<file path="src/rtl/alu_pkg.sv">
// Shared ALU definitions: operand-B source encodings used by the operand
// stage and by the control unit that drives its sel input.
package alu_pkg;

    localparam int OPB_SEL_W = 3;

    localparam logic [OPB_SEL_W-1:0] OPB_SRC0       = 3'd0;
    localparam logic [OPB_SEL_W-1:0] OPB_CONST      = 3'd1;
    localparam logic [OPB_SEL_W-1:0] OPB_SRC1       = 3'd2;
    localparam logic [OPB_SEL_W-1:0] OPB_SRC2       = 3'd3;
    localparam logic [OPB_SEL_W-1:0] OPB_NOT_SRC0   = 3'd4;
    localparam logic [OPB_SEL_W-1:0] OPB_IMM_SX     = 3'd5;
    localparam logic [OPB_SEL_W-1:0] OPB_IMM_SX_SH2 = 3'd6;
    localparam logic [OPB_SEL_W-1:0] OPB_IMM_ZX     = 3'd7;

endpackage

</file>
<file path="src/rtl/opb_select.sv">
// Operand-B selector/extender: purely combinational choice between the
// datapath sources, the PC-increment constant and the extended immediate.
module opb_select
    import alu_pkg::*;
#(
    parameter int WIDTH = 32,
    parameter int IMM_W = 16
) (
    input  logic [OPB_SEL_W-1:0] sel,
    input  logic [WIDTH-1:0]     src0,
    input  logic [WIDTH-1:0]     src1,
    input  logic [WIDTH-1:0]     src2,
    input  logic [WIDTH-1:0]     const_inc,
    input  logic [IMM_W-1:0]     imm,
    output logic [WIDTH-1:0]     operand
);

    logic [WIDTH-1:0] imm_sx;
    logic [WIDTH-1:0] imm_zx;

    // Sign- and zero-extended forms of the immediate
    always_comb begin
        imm_sx = {{(WIDTH-IMM_W){imm[IMM_W-1]}}, imm};
        imm_zx = {{(WIDTH-IMM_W){1'b0}}, imm};
    end

    // Decode every sel code; the shifted form drops the bits pushed off the top
    always_comb begin
        operand = src0;
        case (sel)
            OPB_SRC0:       operand = src0;
            OPB_CONST:      operand = const_inc;
            OPB_SRC1:       operand = src1;
            OPB_SRC2:       operand = src2;
            OPB_NOT_SRC0:   operand = ~src0;
            OPB_IMM_SX:     operand = imm_sx;
            OPB_IMM_SX_SH2: operand = imm_sx << 2;
            OPB_IMM_ZX:     operand = imm_zx;
        endcase
    end

endmodule

</file>
<file path="src/rtl/alu_operand_b_stage.sv">
// Operand-B pipeline stage: selects operand B and holds it in an output
// register backed by a one-entry skid register, so in_ready never depends
// combinationally on out_ready.
module alu_operand_b_stage
    import alu_pkg::*;
#(
    parameter int WIDTH     = 32,
    parameter int IMM_W     = 16,
    parameter int CONST_INC = 4
) (
    input  logic                 clk,
    input  logic                 reset,
    input  logic                 flush,
    input  logic                 in_valid,
    output logic                 in_ready,
    input  logic [OPB_SEL_W-1:0] sel,
    input  logic [WIDTH-1:0]     src0,
    input  logic [WIDTH-1:0]     src1,
    input  logic [WIDTH-1:0]     src2,
    input  logic [IMM_W-1:0]     imm,
    output logic                 out_valid,
    input  logic                 out_ready,
    output logic [WIDTH-1:0]     out_data
);

    localparam logic [WIDTH-1:0] CONST_VAL = WIDTH'(CONST_INC);

    logic [WIDTH-1:0] sel_operand;
    logic             accept;
    logic             out_free;

    logic             out_valid_q, out_valid_d;
    logic [WIDTH-1:0] out_data_q,  out_data_d;
    logic             skid_valid_q, skid_valid_d;
    logic [WIDTH-1:0] skid_data_q,  skid_data_d;

    opb_select #(
        .WIDTH (WIDTH),
        .IMM_W (IMM_W)
    ) u_opb_select (
        .sel       (sel),
        .src0      (src0),
        .src1      (src1),
        .src2      (src2),
        .const_inc (CONST_VAL),
        .imm       (imm),
        .operand   (sel_operand)
    );

    // Handshake terms: ready only while reset is released and the skid is empty
    always_comb begin
        in_ready = ~reset & ~skid_valid_q;
        accept   = in_valid & in_ready;
        out_free = ~out_valid_q | out_ready;
    end

    // Next-state for the output and skid registers; flush overrides everything
    always_comb begin
        out_valid_d  = out_valid_q;
        out_data_d   = out_data_q;
        skid_valid_d = skid_valid_q;
        skid_data_d  = skid_data_q;
        if (flush) begin
            out_valid_d  = 1'b0;
            skid_valid_d = 1'b0;
        end else if (out_free) begin
            if (skid_valid_q) begin
                out_valid_d  = 1'b1;
                out_data_d   = skid_data_q;
                skid_valid_d = 1'b0;
            end else if (accept) begin
                out_valid_d = 1'b1;
                out_data_d  = sel_operand;
            end else begin
                out_valid_d = 1'b0;
            end
        end else if (accept) begin
            skid_valid_d = 1'b1;
            skid_data_d  = sel_operand;
        end
    end

    // State registers, cleared immediately by the asynchronous reset
    always_ff @(posedge clk or posedge reset) begin
        if (reset) begin
            out_valid_q  <= 1'b0;
            out_data_q   <= '0;
            skid_valid_q <= 1'b0;
            skid_data_q  <= '0;
        end else begin
            out_valid_q  <= out_valid_d;
            out_data_q   <= out_data_d;
            skid_valid_q <= skid_valid_d;
            skid_data_q  <= skid_data_d;
        end
    end

    // Outputs come straight from registers
    always_comb begin
        out_valid = out_valid_q;
        out_data  = out_data_q;
    end

endmodule
</file>
<file path="config.mk">
export PLATFORM = sky130hd
export DESIGN_NAME = alu_operand_b_stage
export DESIGN_NICKNAME = d
export VERILOG_FILES = /design/src/rtl/alu_pkg.sv /design/src/rtl/opb_select.sv /design/src/rtl/alu_operand_b_stage.sv
export SDC_FILE = /design/constraint.sdc
export NUM_CORES = 1
export LEC_CHECK = 0
export CAP_MARGIN = 10
export CORE_MARGIN = 8
export CORE_UTILIZATION = 25
export DETAILED_ROUTE_END_ITERATION = 12
export GPL_TIMING_DRIVEN = 0
export PLACE_DENSITY_LB_ADDON = 0.25
export SLEW_MARGIN = 15
export SYNTH_ARGS = -nofsm -noshare
export SYNTH_HDL_FRONTEND = slang
export SYNTH_HIERARCHICAL = 1
export SYNTH_SLANG_ARGS = --single-unit
</file>
<file path="constraint.sdc">
create_clock -name clk -period 3.4 [get_ports clk]
set_input_delay 0.68 -clock clk [delete_from_list [all_inputs] [get_ports clk]]
set_output_delay 0.68 -clock clk [all_outputs]
set_load 0.02 [all_outputs]
</file>
=== Yosys cells after proc, flatten, opt, wreduce, memory -nomap -nowiden ===
Cells that the tools add are included.

* Flip-flop bits (word level): 66
* Input bits: 120
* Output and inout bits: 34
* Word-level logic and storage cells: 36

* Equal/unequal tests: 7
* Mux-type cells: 10
* Bitwise operators: 9
* Reductions and logical operators: 6

{| class="wikitable"
|+ Operator list
! operator !! number
|-
| 32-bit case mux with 8 select lines || 1
|-
| 32-bit 2-to-1 mux || 2
|-
| 32-bit inverter || 1
|-
| 3-bit == test (second input constant) || 4
|-
| 1-bit 2-to-1 mux || 7
|-
| 3-bit by 2-bit == test with 1-bit output (second input constant) || 2
|-
| 3-bit AND reduction || 2
|-
| 1-bit inverter || 5
|-
| 2-bit nonzero test || 2
|-
| 3-bit by 1-bit == test with 1-bit output (second input constant) || 1
|-
| 3-bit logical NOT || 1
|-
| 3-bit nonzero test || 1
|-
| 1-bit bitwise AND || 2
|-
| 1-bit OR || 1
|}

=== Logic depth before layout (Yosys ltp) ===
* Word-level depth: 7
* Mapped depth: 9
* Depth with buffers taken out: 6

=== Modules after synthesis ===
The synthesis kept the hierarchy.

{| class="wikitable"
|+ Modules (own cells, without submodules)
! module !! times used !! cells an instance !! area each (um2) !! seq. area each (um2)
|-
| alu_operand_b_stage || 1 || 186 || 3021.6 || 1651.6
|-
| opb_select || 1 || 249 || 1591.5 || 0.0
|}

=== Least setup slack after synthesis ===
OpenSTA, ideal clock, no wires.

* Path kind: input -> register
* Start point: in sel[1]
* End point: reg out_data_q[29], in the netlist out_data[29]
* Arrival: 2248 ps
* Setup slack: 1027 ps
* Stages on the path: 9
* Path buffers: 3
* Cell sequence: buf_6 > nor2b_4 > buf_6 > o211ai_2 > nand2_2 > buf_6 > o32a_1 > mux2_2 > mux2_2

* Cells in the longest elaborated chain, start to end: 4
* Elaborated cells on any way between the ends: 11
* Classes of those cells: 7 x eq/ne; 3 x mux; 1 x reduce/logical

{| class="wikitable"
|+ Ends and longest elaborated chain
! what !! line !! source
|-
| start: declaration || alu_operand_b_stage.sv:16 || <nowiki>input logic [OPB_SEL_W-1:0] sel,</nowiki>
|-
| 3-bit == test (tied with other cells) || opb_select.sv:30 || <nowiki>case (sel)</nowiki>
|-
| 32-bit case mux with 8 select lines * || opb_select.sv:30 ||
|-
| net sel_operand[29] || alu_operand_b_stage.sv:28 || <nowiki>logic [WIDTH-1:0] sel_operand;</nowiki>
|-
| 32-bit 2-to-1 mux * || alu_operand_b_stage.sv:71 || <nowiki>end else if (accept) begin</nowiki>
|-
| 32-bit 2-to-1 mux * || alu_operand_b_stage.sv:67 || <nowiki>if (skid_valid_q) begin</nowiki>
|-
| end signal: assignment || alu_operand_b_stage.sv:92 || <nowiki>out_data_q <= out_data_d;</nowiki>
|-
| end: declaration || alu_operand_b_stage.sv:33 || <nowiki>logic [WIDTH-1:0] out_data_q, out_data_d;</nowiki>
|}

The timed path passes the listed nets; every way through them passes the cells marked *. The select of a mux whose other input is x is not followed.
A chain may end at the register's enable or synchronous reset.

=== Worst setup path in the final report ===
* Start point: in sel[0]
* End point: reg out_data_q[30], in the netlist out_data[30]

Same word-level chain as after synthesis.

==> flow_summary_export.csv <==
group,metric,value,unit
logic_synthesis,yosysSeqAreaShare,35.80,%
clocking,post_cts_buffers,0,
clocking,cts.path.max_buffers,2,
critical_path,cp_slowest_cell,"clkdlybuf4s50_1",
global_route,grt_pass1_vias,4562,
logic_synthesis,synth_edf_count,0,
clocking,htreeDepth,3,
drt,routedWlPerCell,20.01,um
sta,max_freq,0.3470,GHz
drt,drtAntennaViolNets,0,
floorplanning,core_area,18020,um^2
clocking,cts_resized,0,
clocking,path_clk_slew,50,ps
sta,clock_skew,5.966,ps
drt,drc,0,
sta,tns,0,ps
sta,max_slew_margin,47.36,%
sta,min_period_over_period,84.75,%
sta,hold_violations,0,
global_route,antenna_found_initial,0,
clocking,cts.sinks,66,
pwr,ir_drop,0.2421,mV
final_layout,drive_gt1_share,23.17,%
sta,rsz0062_at_grt,"false",
outcome,status,"finished, final reports clean",
final_layout,diodes,0,
global_route,grtUsageTotal,14.67,%
critical_path,path_max_fanout,10,
global_route,met2_usage,23.61,%
clocking,cts_root_buf,"clkbuf_16",
critical_path,cp_common_cell,"mux2_2",
global_route,grt_use_met3,4.572,%
sta,worst_pin_slew,789.6,ps
clocking,cts_made_buffers,9,
logic_synthesis,async_flop_share,100.0,%
logic_synthesis,syn_area,4613,um^2
global_route,grt_pass1_wl,26560,um
logic_synthesis,syn_avg_cell_area,10.60,um^2
final_layout,final_cell_mix,"clkdlybuf4s50_1, mux2_2, dfrtp_1, nor2_1, conb_1",
critical_path,required,3620,ps
critical_path,crit_type,"input port to flip-flop",
floorplanning,rows,49,
sta,final-setup-viol-count,0,
critical_path,crit_chain,"clkdlybuf4s50_1 -> inv_2 -> nand3_1 -> clkbuf_1 -> o21ai_0 -> o32a_1 -> mux2_2 -> mux2_2",
placed_design,place_ws,216.8,ps
floorplanning,die_w,151.8,um
placed_design,dp_hpwl,13400,um
logic_synthesis,synth.ff_latch_count,66,
sta,setup_slack,518.3,ps
flow_run,cap_viol_max_count,0,
drt,routed_wl,17190,um
global_route,busiest_layer,"met2",
drt,via_count,4211,
logic_synthesis,synth_cells,435,
logic_synthesis,ys_types,50,
critical_path,crit_buf_inv,3,
sta,finalMaxSlewViolations,0,
global_route,use_met1,18.71,%
drt,viasPerCell,4.902,
drt,firstDrtPassIters,4,
pwr,power_density,429.2,nW/um^2
global_route,grt_max_degree,48,
critical_path,cp_top_family,"buffers and inverters",
global_route,globalRouteOverflowTotal,0,
pwr,total_power,2.925,mW
sta,layout_min_cycle_time,2882,ps
clocking,tritoncts,"built",
critical_path,arrival,3100,ps
floorplanning,pin_count,154,
final_layout,fill_cells,1819,
floorplanning,die_height,151.8,um
placed_design,routabilityCongestion,0.8288,
clocking,cts_hold_buf,0,
floorplanning,dieArea,23060,um^2
drt,drt-initial-drc-count,219,
logic_synthesis,yosys_warnings,6,
clocking,clock_latency,330,ps
final_layout,nets,748,
critical_path,critPathCaptureType,"flip-flop",
final_layout,syn_to_final_growth,47.71,%
final_layout,post-route-util,37.80,%
critical_path,crit_path_start_kind,"input port",
placed_design,port_buffers,151,
critical_path,slowest_delay,640,ps
worst_hold_path,min_path_type,"flip-flop to flip-flop",
pwr,power_leakage,2.900,nW
final_layout,final_common_cell,"clkdlybuf4s50_1",
logic_synthesis,synth_ff_type,"dfrtp_1",
floorplanning,start_util,25.59,%
## synth_stat cells (2+ instances only)
library cell,instances,area (um^2)
o221a_2,4,45.04
or3b_1,2,17.52
clkbuf_1,8,30.03
a22o_1,3,26.28
a22oi_1,14,105.1
o22a_1,5,43.79
a211oi_1,5,37.54
o211ai_1,4,30.03
o32a_1,13,130.1
nand2_1,27,101.4
nor3_1,4,20.02
nand2b_1,13,81.33
or2_2,2,12.51
a21oi_1,13,65.06
dfrtp_1,66,1652
o22ai_1,4,25.02
nor2b_1,3,18.77
a31oi_1,2,12.51
buf_12,3,60.06
nor2_1,36,135.1
buf_6,6,67.56
conb_1,2,7.510
a221o_1,2,20.02
buf_1,7,26.28
buf_4,2,15.01
mux2_4,30,450.4
mux2i_1,16,160.2
nand3_1,7,35.03
o21ai_0,31,155.2
mux4_2,3,67.56
buf_2,11,55.05
inv_1,3,11.26
nand2_2,2,12.51
mux2_2,66,743.2
## final cells by class
cell class,count,area [um^2],share of cell area [%]
buffer,37,254.0,3.728
timing repair buffer,152,1539,22.59
inverter,4,17.52,0.2571
multi-input combinational,358,2805,41.17
clock buffer,13,260.3,3.819
sequential,66,1652,24.24
tap,229,286.5,4.205
## state kept, by name, summed over array words and instances, names as in the netlist
| register | flops |
|---|---|
| out_data | 32 |
| skid_data_q | 32 |
| out_valid | 1 |
| skid_valid_q | 1 |
## logic make-up after synthesis
kind of cell / share of synthesized area, %
compound gates: 16.98
buf+inv: 5.831
flops: 35.80
mux: 30.81
other cells: 0.1628
simple gates: 10.42
## routing by layer
layer	up-vias	share of wire, %
met5	-	0
met4	0	1.4
met3	18	7.6
met2	187	46
met1	2037	45
li1	1969	-
## worst paths after layout
check / from / endpoint / slack (ps) / depth (start not counted)
max reg2reg: skid_valid_q / out_data[9] / 1500 / 4
min in group asynchronous: reset / out_valid / 710 / 2
min reg2reg: out_data[12] / out_data[12] / 500 / 1
max in group asynchronous: reset / out_data[10] / 2140 / 3
min: out_data[12] / out_data[12] / 500 / 1
max: sel[0] / out_data[30] / 520 / 8
## report_power, final
part           switching (mW)  internal (mW)
Clock                   0.326          0.521
Sequential             0.0868          0.955
Combinational           0.446          0.588
## per-stage QoR
stage	cells	hold WS [ps]	instance area, um^2
2_1_floorplan	465	473.6	4726
3_3_place_gp	845	482.6	6524
3_5_place_dp	846	488.1	6554
4_1_cts	859	503.5	6814
5_1_grt	859	519.3	6814
6_report	859	500.5	6814
No activity file was read; power rests on OpenSTA's default activity.
